$ cat src/rtl/vliw_scoreboard_pkg.sv
// Shared defaults, hazard-cause encoding and slot field helpers for the
// VLIW issue scoreboard.
package vliw_scoreboard_pkg;
  localparam int NUM_SLOTS_D = 2;
  localparam int REG_ID_W_D  = 4;
  localparam int LAT_W_D     = 2;
  localparam int CNT_W_D     = 16;

  // Stall cause: both bits may be set when a bundle has RAW and WAW hazards.
  typedef struct packed {
    logic raw;
    logic waw;
  } hz_t;

  // Base bit offset of slot s in a flat per-slot field of width w.
  function automatic int unsigned fld(input int unsigned s, input int unsigned w);
    return s * w;
  endfunction
endpackage

$ cat src/rtl/vliw_scoreboard_if.sv
// Decode-to-scoreboard bundle interface. master = decode stage, slave = scoreboard.
interface vliw_scoreboard_if #(
  parameter int NUM_SLOTS = vliw_scoreboard_pkg::NUM_SLOTS_D,
  parameter int REG_ID_W  = vliw_scoreboard_pkg::REG_ID_W_D,
  parameter int NUM_REGS  = 2**REG_ID_W,
  parameter int LAT_W     = vliw_scoreboard_pkg::LAT_W_D,
  parameter int CNT_W     = vliw_scoreboard_pkg::CNT_W_D
);
  logic [NUM_SLOTS-1:0]          issue_valid;
  logic [NUM_SLOTS*REG_ID_W-1:0] src_a_id;
  logic [NUM_SLOTS-1:0]          src_a_use;
  logic [NUM_SLOTS*REG_ID_W-1:0] src_b_id;
  logic [NUM_SLOTS-1:0]          src_b_use;
  logic [NUM_SLOTS*REG_ID_W-1:0] dst_id;
  logic [NUM_SLOTS-1:0]          dst_wr;
  logic [NUM_SLOTS*LAT_W-1:0]    dst_lat;
  logic                          flush;
  logic                          issue_ready;
  logic                          stall_raw;
  logic                          stall_waw;
  logic [NUM_REGS-1:0]           busy;
  logic                          bundle_err;
  logic [CNT_W-1:0]              stall_count;

  modport master (
    output issue_valid, src_a_id, src_a_use, src_b_id, src_b_use,
           dst_id, dst_wr, dst_lat, flush,
    input  issue_ready, stall_raw, stall_waw, busy, bundle_err, stall_count
  );

  modport slave (
    input  issue_valid, src_a_id, src_a_use, src_b_id, src_b_use,
           dst_id, dst_wr, dst_lat, flush,
    output issue_ready, stall_raw, stall_waw, busy, bundle_err, stall_count
  );
endinterface

$ cat src/rtl/vliw_scoreboard_sb_entry.sv
// One register's readiness countdown: load wins over decrement, idles at zero.
module sb_entry #(
  parameter int LAT_W = 2
) (
  input  logic             clk,
  input  logic             reset,
  input  logic             load_i,
  input  logic [LAT_W-1:0] lat_i,
  output logic [LAT_W-1:0] cnt_o,
  output logic             busy_o
);
  logic [LAT_W-1:0] cnt_q, cnt_d;

  // Next count: new latency on load, otherwise count down to zero.
  always_comb begin
    cnt_d = cnt_q;
    if (load_i)              cnt_d = lat_i;
    else if (cnt_q != '0)    cnt_d = cnt_q - LAT_W'(1);
  end

  // Counter register.
  always_ff @(posedge clk) begin
    if (reset) cnt_q <= '0;
    else       cnt_q <= cnt_d;
  end

  assign cnt_o  = cnt_q;
  assign busy_o = (cnt_q != '0);
endmodule

$ cat src/rtl/vliw_scoreboard.sv
// Bundle issue gate for the N-slot VLIW pipeline: RAW/WAW hazard detection
// against per-register countdowns, whole-bundle issue, stall counter.
module vliw_scoreboard #(
  parameter int NUM_SLOTS = vliw_scoreboard_pkg::NUM_SLOTS_D,
  parameter int REG_ID_W  = vliw_scoreboard_pkg::REG_ID_W_D,
  parameter int NUM_REGS  = 2**REG_ID_W,
  parameter int LAT_W     = vliw_scoreboard_pkg::LAT_W_D,
  parameter int CNT_W     = vliw_scoreboard_pkg::CNT_W_D
) (
  input logic              clk,
  input logic              reset,
  vliw_scoreboard_if.slave sb
);
  import vliw_scoreboard_pkg::*;

  logic [NUM_REGS-1:0][LAT_W-1:0] cnt;
  logic [NUM_REGS-1:0][LAT_W-1:0] load_lat;
  logic [NUM_REGS-1:0]            load;
  logic [NUM_REGS-1:0]            busy;
  hz_t                            hz;
  logic                           ready, fire, dup, stall_inc;
  logic [CNT_W-1:0]               stall_cnt_q, stall_cnt_d;
  logic                           err_q, err_d;

  // Hazards are judged against pre-bundle state only, so slots never see
  // each other's destinations (no intra-bundle RAW).
  always_comb begin
    hz = '0;
    for (int s = 0; s < NUM_SLOTS; s++) begin
      if (sb.issue_valid[s]) begin
        if (sb.src_a_use[s] && cnt[sb.src_a_id[fld(s, REG_ID_W) +: REG_ID_W]] != '0)
          hz.raw = 1'b1;
        if (sb.src_b_use[s] && cnt[sb.src_b_id[fld(s, REG_ID_W) +: REG_ID_W]] != '0)
          hz.raw = 1'b1;
        // Older result landing after this one would clobber it.
        if (sb.dst_wr[s] &&
            cnt[sb.dst_id[fld(s, REG_ID_W) +: REG_ID_W]] > sb.dst_lat[fld(s, LAT_W) +: LAT_W])
          hz.waw = 1'b1;
      end
    end
    if (reset) hz = '0;
  end

  assign ready     = !reset && !sb.flush && !hz.raw && !hz.waw;
  assign fire      = ready && (|sb.issue_valid);
  assign stall_inc = (|sb.issue_valid) && !ready && !sb.flush && !reset;

  // Destination load decode; later slots overwrite earlier ones so the
  // highest-numbered writer's latency wins. Zero latency creates no entry.
  always_comb begin
    load     = '0;
    load_lat = '0;
    dup      = 1'b0;
    for (int s = 0; s < NUM_SLOTS; s++) begin
      if (fire && sb.issue_valid[s] && sb.dst_wr[s] &&
          sb.dst_lat[fld(s, LAT_W) +: LAT_W] != '0) begin
        load[sb.dst_id[fld(s, REG_ID_W) +: REG_ID_W]]     = 1'b1;
        load_lat[sb.dst_id[fld(s, REG_ID_W) +: REG_ID_W]] = sb.dst_lat[fld(s, LAT_W) +: LAT_W];
      end
      for (int t = s + 1; t < NUM_SLOTS; t++) begin
        if (sb.issue_valid[s] && sb.dst_wr[s] && sb.issue_valid[t] && sb.dst_wr[t] &&
            sb.dst_id[fld(s, REG_ID_W) +: REG_ID_W] == sb.dst_id[fld(t, REG_ID_W) +: REG_ID_W])
          dup = 1'b1;
      end
    end
  end

  for (genvar r = 0; r < NUM_REGS; r++) begin : g_entry
    sb_entry #(.LAT_W(LAT_W)) u_entry (
      .clk    (clk),
      .reset  (reset),
      .load_i (load[r]),
      .lat_i  (load_lat[r]),
      .cnt_o  (cnt[r]),
      .busy_o (busy[r])
    );
  end

  // Saturating stall counter and sticky duplicate-destination flag.
  always_comb begin
    stall_cnt_d = stall_cnt_q;
    if (stall_inc && stall_cnt_q != '1) stall_cnt_d = stall_cnt_q + CNT_W'(1);
    err_d = err_q | (fire & dup);
  end

  // Performance/debug state registers.
  always_ff @(posedge clk) begin
    if (reset) begin
      stall_cnt_q <= '0;
      err_q       <= 1'b0;
    end else begin
      stall_cnt_q <= stall_cnt_d;
      err_q       <= err_d;
    end
  end

  assign sb.issue_ready = ready;
  assign sb.stall_raw   = hz.raw;
  assign sb.stall_waw   = hz.waw;
  assign sb.busy        = busy;
  assign sb.bundle_err  = err_q;
  assign sb.stall_count = stall_cnt_q;
endmodule

$ cat src/flat_wrapper.sv
// flat-port wrapper written by rule: the top's interface ports become plain ports
module vliw_scoreboard_flat import vliw_scoreboard_pkg::*;
#(
  parameter int NUM_SLOTS = vliw_scoreboard_pkg::NUM_SLOTS_D,
  parameter int REG_ID_W  = vliw_scoreboard_pkg::REG_ID_W_D,
  parameter int NUM_REGS  = 2**REG_ID_W,
  parameter int LAT_W     = vliw_scoreboard_pkg::LAT_W_D,
  parameter int CNT_W     = vliw_scoreboard_pkg::CNT_W_D
)
  (clk, reset, sb_issue_valid, sb_src_a_id, sb_src_a_use, sb_src_b_id, sb_src_b_use, sb_dst_id, sb_dst_wr, sb_dst_lat, sb_flush, sb_issue_ready, sb_stall_raw, sb_stall_waw, sb_busy, sb_bundle_err, sb_stall_count);
  vliw_scoreboard_if #(.NUM_SLOTS(NUM_SLOTS), .REG_ID_W(REG_ID_W), .NUM_REGS(NUM_REGS), .LAT_W(LAT_W), .CNT_W(CNT_W)) sb_i ();
  input logic clk;
  input logic reset;
  input wire logic [$bits(sb_i.issue_valid)-1:0] sb_issue_valid;
  input wire logic [$bits(sb_i.src_a_id)-1:0] sb_src_a_id;
  input wire logic [$bits(sb_i.src_a_use)-1:0] sb_src_a_use;
  input wire logic [$bits(sb_i.src_b_id)-1:0] sb_src_b_id;
  input wire logic [$bits(sb_i.src_b_use)-1:0] sb_src_b_use;
  input wire logic [$bits(sb_i.dst_id)-1:0] sb_dst_id;
  input wire logic [$bits(sb_i.dst_wr)-1:0] sb_dst_wr;
  input wire logic [$bits(sb_i.dst_lat)-1:0] sb_dst_lat;
  input wire logic [$bits(sb_i.flush)-1:0] sb_flush;
  output wire logic [$bits(sb_i.issue_ready)-1:0] sb_issue_ready;
  output wire logic [$bits(sb_i.stall_raw)-1:0] sb_stall_raw;
  output wire logic [$bits(sb_i.stall_waw)-1:0] sb_stall_waw;
  output wire logic [$bits(sb_i.busy)-1:0] sb_busy;
  output wire logic [$bits(sb_i.bundle_err)-1:0] sb_bundle_err;
  output wire logic [$bits(sb_i.stall_count)-1:0] sb_stall_count;
  assign sb_i.issue_valid = sb_issue_valid;
  assign sb_i.src_a_id = sb_src_a_id;
  assign sb_i.src_a_use = sb_src_a_use;
  assign sb_i.src_b_id = sb_src_b_id;
  assign sb_i.src_b_use = sb_src_b_use;
  assign sb_i.dst_id = sb_dst_id;
  assign sb_i.dst_wr = sb_dst_wr;
  assign sb_i.dst_lat = sb_dst_lat;
  assign sb_i.flush = sb_flush;
  assign sb_issue_ready = sb_i.issue_ready;
  assign sb_stall_raw = sb_i.stall_raw;
  assign sb_stall_waw = sb_i.stall_waw;
  assign sb_busy = sb_i.busy;
  assign sb_bundle_err = sb_i.bundle_err;
  assign sb_stall_count = sb_i.stall_count;
  vliw_scoreboard #(.NUM_SLOTS(NUM_SLOTS), .REG_ID_W(REG_ID_W), .NUM_REGS(NUM_REGS), .LAT_W(LAT_W), .CNT_W(CNT_W)) u_core (.clk(clk), .reset(reset), .sb(sb_i));
endmodule
$ cat config.mk
export PLATFORM = sky130hd
export DESIGN_NAME = vliw_scoreboard_flat
export DESIGN_NICKNAME = d
export VERILOG_FILES = /design/src/rtl/vliw_scoreboard_pkg.sv /design/src/rtl/vliw_scoreboard_if.sv /design/src/rtl/vliw_scoreboard_sb_entry.sv /design/src/rtl/vliw_scoreboard.sv /design/src/flat_wrapper.sv
export SDC_FILE = /design/constraint.sdc
export NUM_CORES = 1
export LEC_CHECK = 0
export BUFFER_PORTS_ARGS = -buffer_cell sky130_fd_sc_hd__buf_2
export CORE_MARGIN = 2
export CORE_UTILIZATION = 47
export CTS_CLUSTER_DIAMETER = 40
export DETAILED_ROUTE_END_ITERATION = 8
export PLACE_DENSITY = 0.79
export REMOVE_ABC_BUFFERS = 1
export SYNTH_ARGS = -nofsm -noshare
export SYNTH_HDL_FRONTEND = slang
export SYNTH_SLANG_ARGS = --single-unit
$ cat constraint.sdc
create_clock -name clk -period 8.4 [get_ports clk]
set_input_delay 2.1 -clock clk [delete_from_list [all_inputs] [get_ports clk]]
set_output_delay 2.1 -clock clk [all_outputs]
set_load 0.005 [all_outputs]
== Word-level counts from Yosys, hierarchy flattened ==
Index checks and enable logic that the tools add are counted.
W data, S select, Z words.

* Flip-flop bits (word level): 49
* Bits of input ports: 39
* Output and inout bits: 36
* Word-level logic and storage cells: 188

* Add/subtract/negate cells: 17
* Order comparisons: 10
* Equal/unequal tests: 2
* Mux-type cells: 67
* Bitwise logic cells: 4
* Reductions and logical operators: 70

{| class="wikitable"
|+ Operator list
! cell !! count
|-
| $mux W2 || 43
|-
| $reduce_bool A2 Y1 || 38
|-
| $mux W32 || 2
|-
| $bmux W2 S4 || 6
|-
| $and A32 B32 Y32 || 1
|-
| $bwmux W32 || 1
|-
| $mux W16 || 2
|-
| $sub A2 B1 Y2 const B || 16
|-
| $lt A4 B5 Y1 const B || 6
|-
| $logic_and A1 B1 Y1 || 26
|-
| $add A16 B1 Y16 const B || 1
|-
| $demux W2 S4 || 2
|-
| $ne A16 B16 Y1 const B || 1
|-
| $or A16 B16 Y16 || 1
|-
| $mux W1 || 9
|-
| $demux W1 S4 || 2
|-
| $ge A4 B1 Y1 const B || 2
|-
| $logic_not A1 Y1 || 5
|-
| $eq A4 B4 Y1 || 1
|-
| $gt A2 B2 Y1 || 2
|-
| $reduce_or A2 Y1 || 1
|-
| $and A1 B1 Y1 || 1
|-
| $or A1 B1 Y1 || 1
|}

== Depth between registers and ports, before layout ==
* Depth after elaboration: 22
* Depth in mapped cells: 14
* Mapped depth without buffers: 12

== By module ==
From an unflattened synthesis, not the netlist that was laid out.

* Cell total of the unflattened synthesis: 624
* Area, all modules: 5253.8 µm²

{| class="wikitable"
|+ Modules (own cells, without submodules)
! module !! instances !! cells an instance !! area each (µm²) !! seq. area each (µm²)
|-
| vliw_scoreboard || 1 || 416 || 3231.8 || 340.3
|-
| sb_entry || 16 || 13 || 126.4 || 40.0
|}

== Worst setup path before layout ==
OpenSTA, ideal clock, no wires.

* Path type: input port to output port
* Start point: input sb_dst_id[0]
* End point: output sb_issue_ready
* Data arrival time: 5.160 ns
* Data required time: 6.300 ns
* Setup slack: 1.140 ns
* Stages: 11
* Buffers on the path: 3
* Path through: clkbuf_1 -> clkbuf_1 -> mux4_2 -> mux4_2 -> ha_1 -> a21oi_1 -> o221ai_1 -> a211oi_4 -> buf_4 -> nand2_1 -> inv_1

* Longest elaborated chain between the ends: 11

{| class="wikitable"
|+ Ends and longest elaborated chain
! item !! line !! text
|-
| start, declared || flat_wrapper.sv:19 || <nowiki>input wire logic [$bits(sb_i.dst_id)-1:0] sb_dst_id;</nowiki>
|-
| $bmux W2 S4 * || vliw_scoreboard.sv:37 || <nowiki>cnt[sb.dst_id[fld(s, REG_ID_W) +: REG_ID_W]] > sb.dst_lat[fld(s, LAT_W) +: LAT_W])</nowiki>
|-
| $mux W2 (not written as such) * || vliw_scoreboard.sv:37 ||
|-
| $gt A2 B2 Y1 * || vliw_scoreboard.sv:37 ||
|-
| $logic_and A1 B1 Y1 * || vliw_scoreboard.sv:36 || <nowiki>if (sb.dst_wr[s] &&</nowiki>
|-
| $mux W1 * || vliw_scoreboard.sv:36 ||
|-
| $mux W2 * || vliw_scoreboard.sv:30 || <nowiki>if (sb.issue_valid[s]) begin</nowiki>
|-
| $mux W1 || vliw_scoreboard.sv:36 ||
|-
| $mux W2 * || vliw_scoreboard.sv:30 ||
|-
| $mux W2 * || vliw_scoreboard.sv:41 || <nowiki>if (reset) hz = '0;</nowiki>
|-
| $logic_not A1 Y1 * || vliw_scoreboard.sv:44 || <nowiki>assign ready = !reset && !sb.flush && !hz.raw && !hz.waw;</nowiki>
|-
| $logic_and A1 B1 Y1 * || vliw_scoreboard.sv:44 ||
|-
| end, declared || flat_wrapper.sv:23 || <nowiki>output wire logic [$bits(sb_i.issue_ready)-1:0] sb_issue_ready;</nowiki>
|}

Every way passes the cells marked *; elsewhere a longest branch is shown, timed or not. The select of a mux whose other input is x is not followed.

== Worst setup path in the final report ==
Same ends and word-level chain as after synthesis.

==> flow_summary.yaml <==
sta:
  slew_headroom_pct: 18.6
  fin_worst_skew_ps: 15.7
  finalSetupTns_ps: 0
  max_freq_mhz: 138
  timing_hold_violations_final: 0
  setup_violations: 0
  rsz0062_at_grt: "no"
  tightest_slew_ps: 1220
  finalMaxSlewViolations: 0
  post-route-period-util_pct: 86.4
  period_minus_slack_ps: 7260
  layout_setup_ws_ps: 1140
global_routing:
  use_met2_pct: 42.0
  grtUsageTotal_pct: 25.7
  grt.met1_usage_pct: 33.3
  grt_max_degree: 55
  grt_pass1_wl_um: 22800
  grt_remaining_overflow: 0
  use_met3_pct: 3.07
  antenna_found_initial: 0
  grt_pass1_vias: 4534
  grt-busiest-layer: "met2"
floorplan:
  pin_count: 75
  die_w_um: 106
  die_area_um2: 11300
  rows: 37
  start_util_pct: 47.9
  die_h_um: 106
  coreArea_um2: 10200
worst_setup_path:
  crit_fanout: 26
  r2r_cells: 10
  cp-start-kind: "primary input"
  worstPathRequired_ps: 6300
  arrival_ps: 5160
  setup.worst_path.end_class: "output pin"
  worstSetupPathType: "primary input to output pin"
placement:
  dp_hpwl_um: 10700
  dp_slack_ps: 1230
  portBuffers: 74
  gp_congestion: 0.971
finish:
  fillers: 945
  nets: 695
  syn_to_final_growth_pct: 8.56
  final_cell_mix: "buf_2, inv_1, nand2_1"
  layout_commonest_cell: "buf_2"
  diodes: 0
  drive_above_1_share_pct: 21.4
power:
  max-vdd-ir-drop_mv: 0.119
  p_leak_nw: 2.22
  powerDensity_nw_per_um2: 315
clocking:
  post_cts_resized: 0
  root_buffer: "clkbuf_8"
  insertion_delay_ps: 330
  clk_pin_slew_ps: 110
  post_cts_buffers: 0
  hold_buffers: 0
  cts_sinks: 49
  h-tree-depth: 2
  numCtsBuffers: 5
  cts_buffer_depth: 2
  cts_tree: "yes"
drt:
  wire_per_inst_um: 18.4
  drc: 0
  route.antenna.remaining_nets: 0
  vias_per_cell: 6.08
  wl_um: 14200
  drtIter0Drc: 433
  vias: 4697
  drt_pass1_iterations: 5
worst_hold_path:
  hold_depth: 2
  hp-class: "register to register"
synth:
  synth_seq_cells: 49
  postSynthAreaPerCell_um2: 8.22
  synth_cell_types: 63
  ys_dominant_reg_cell: "dfxtp_1"
  synthCells: 596
  async_flop_share_pct: 0
  synth_edf_count: 0
  syn_area_um2: 4900
  yosysWarnings: 0
  yosysSeqAreaShare_pct: 20.0
job:
  drv_cap: 0
run_status:
  status: "completed"
-- cells in the mapped netlist, drive strengths merged (2+ instances only) --
cell	count	area share, %
a21oi	44	4.6
a31o	5	0.89
and3	3	0.38
nand2	54	4.1
nor3b	4	0.61
or4	2	0.31
o21ai	21	2.2
a2111oi	4	1.3
o311a	2	0.41
or2	5	0.64
or3	2	0.26
mux4	34	16
dfxtp	49	20
o21bai	29	4.4
nor4	2	0.26
nand3	22	2.2
mux2i	22	4.5
inv	64	4.9
ha	21	5.4
xor2	2	0.36
and2	4	0.51
nor3	8	0.82
a21o	7	1.1
nor2b	9	1.1
a31oi	3	0.38
xnor2	21	3.8
o21a	14	2.1
buf	24	3.3
nor2	45	3.5
nand2b	6	0.77
clkbuf	22	1.7
nand4	20	2.6
a211oi	2	0.56
mux2	3	0.69
-- cell families (layout without fill, tap and decap cells) --
| family | Yosys count | count (layout) | share of synthesized area [%] |
|---|---|---|---|
| adder cells (fa/ha/maj) | 21 | 21 | 5.36 |
| AO/OA/AOI/OAI | 142 | 142 | 20.3 |
| multiplexers | 59 | 59 | 20.8 |
| buffers and inverters | 110 | 150 | 9.94 |
| flip-flops | 49 | 49 | 20.0 |
| XOR/XNOR | 23 | 23 | 4.11 |
| AND/OR/NAND/NOR | 192 | 192 | 19.5 |
-- where the power goes --
group          total [W]  leakage [nW]  switching [W]  internal, W
clock           0.000156        0.0423      0.0000954    0.0000609
sequential      0.000471         0.402       0.000156     0.000316
combinational    0.00105          1.78       0.000518     0.000531
total            0.00168          2.22       0.000769     0.000907
-- per-layer routing --
metal / vias up / wire length (µm)
met3: 59 / 1100
li1: 2198 / -
met5: - / 0
met2: 239 / 6680
met1: 2201 / 5770
met4: 0 / 683
-- cell type report --
cell class                      count  area, µm²  share of cell area (%)
Clock inverter                      3       26.3                   0.494
Timing Repair Buffer               78        400                    7.53
Sequential cell                    49        981                    18.4
Tap cell                          136        170                    3.20
Inverter                           64        240                    4.52
Clock buffer                        5       68.8                    1.29
Multi-Input combinational cell    437       3430                    64.5
-- through the flow --
step / instances / cell area (µm²) / power, W / util [%] / hold WS (ps)
after global routing: 772 / 5320 / 0.00181 / 52.0 / 543
after CTS: 772 / 5320 / 0.00166 / 52.0 / 496
after global placement: 764 / 5220 / 0.00144 / 51.0 / 462
after detailed placement: 764 / 5220 / 0.00150 / 51.0 / 482
after floorplan: 550 / 4650 / 0.00118 / - / 460
final: 772 / 5320 / 0.00168 / 52.0 / 496
-- state kept, by name, summed over array words and instances (netlist names) --
signal	count
u_core.g_entry.u_entry.cnt_o	32
u_core.sb.bundle_err	1
u_core.sb.stall_count	16
-- critical path, cell delays in order --
cell      delay, ps
buf_2           330
mux4_2          560
mux4_2          470
ha_1            310
a21oi_1         220
o221ai_1        240
a211oi_4        210
buf_4           340
nand2_1         150
inv_1           100
buf_2           110
-- final timing paths --
check | from | endpoint | slack, ps
max | sb_dst_id[0] | sb_issue_ready | 1140
min | u_core.sb.stall_count[10] | u_core.sb.stall_count[10] | 500
max reg2reg | u_core.g_entry[7].u_entry.cnt_o[1] | u_core.g_entry[14].u_entry.cnt_o[1] | 4580
min reg2reg | u_core.sb.stall_count[10] | u_core.sb.stall_count[10] | 500
No activity file was read; power rests on OpenSTA's default activity.
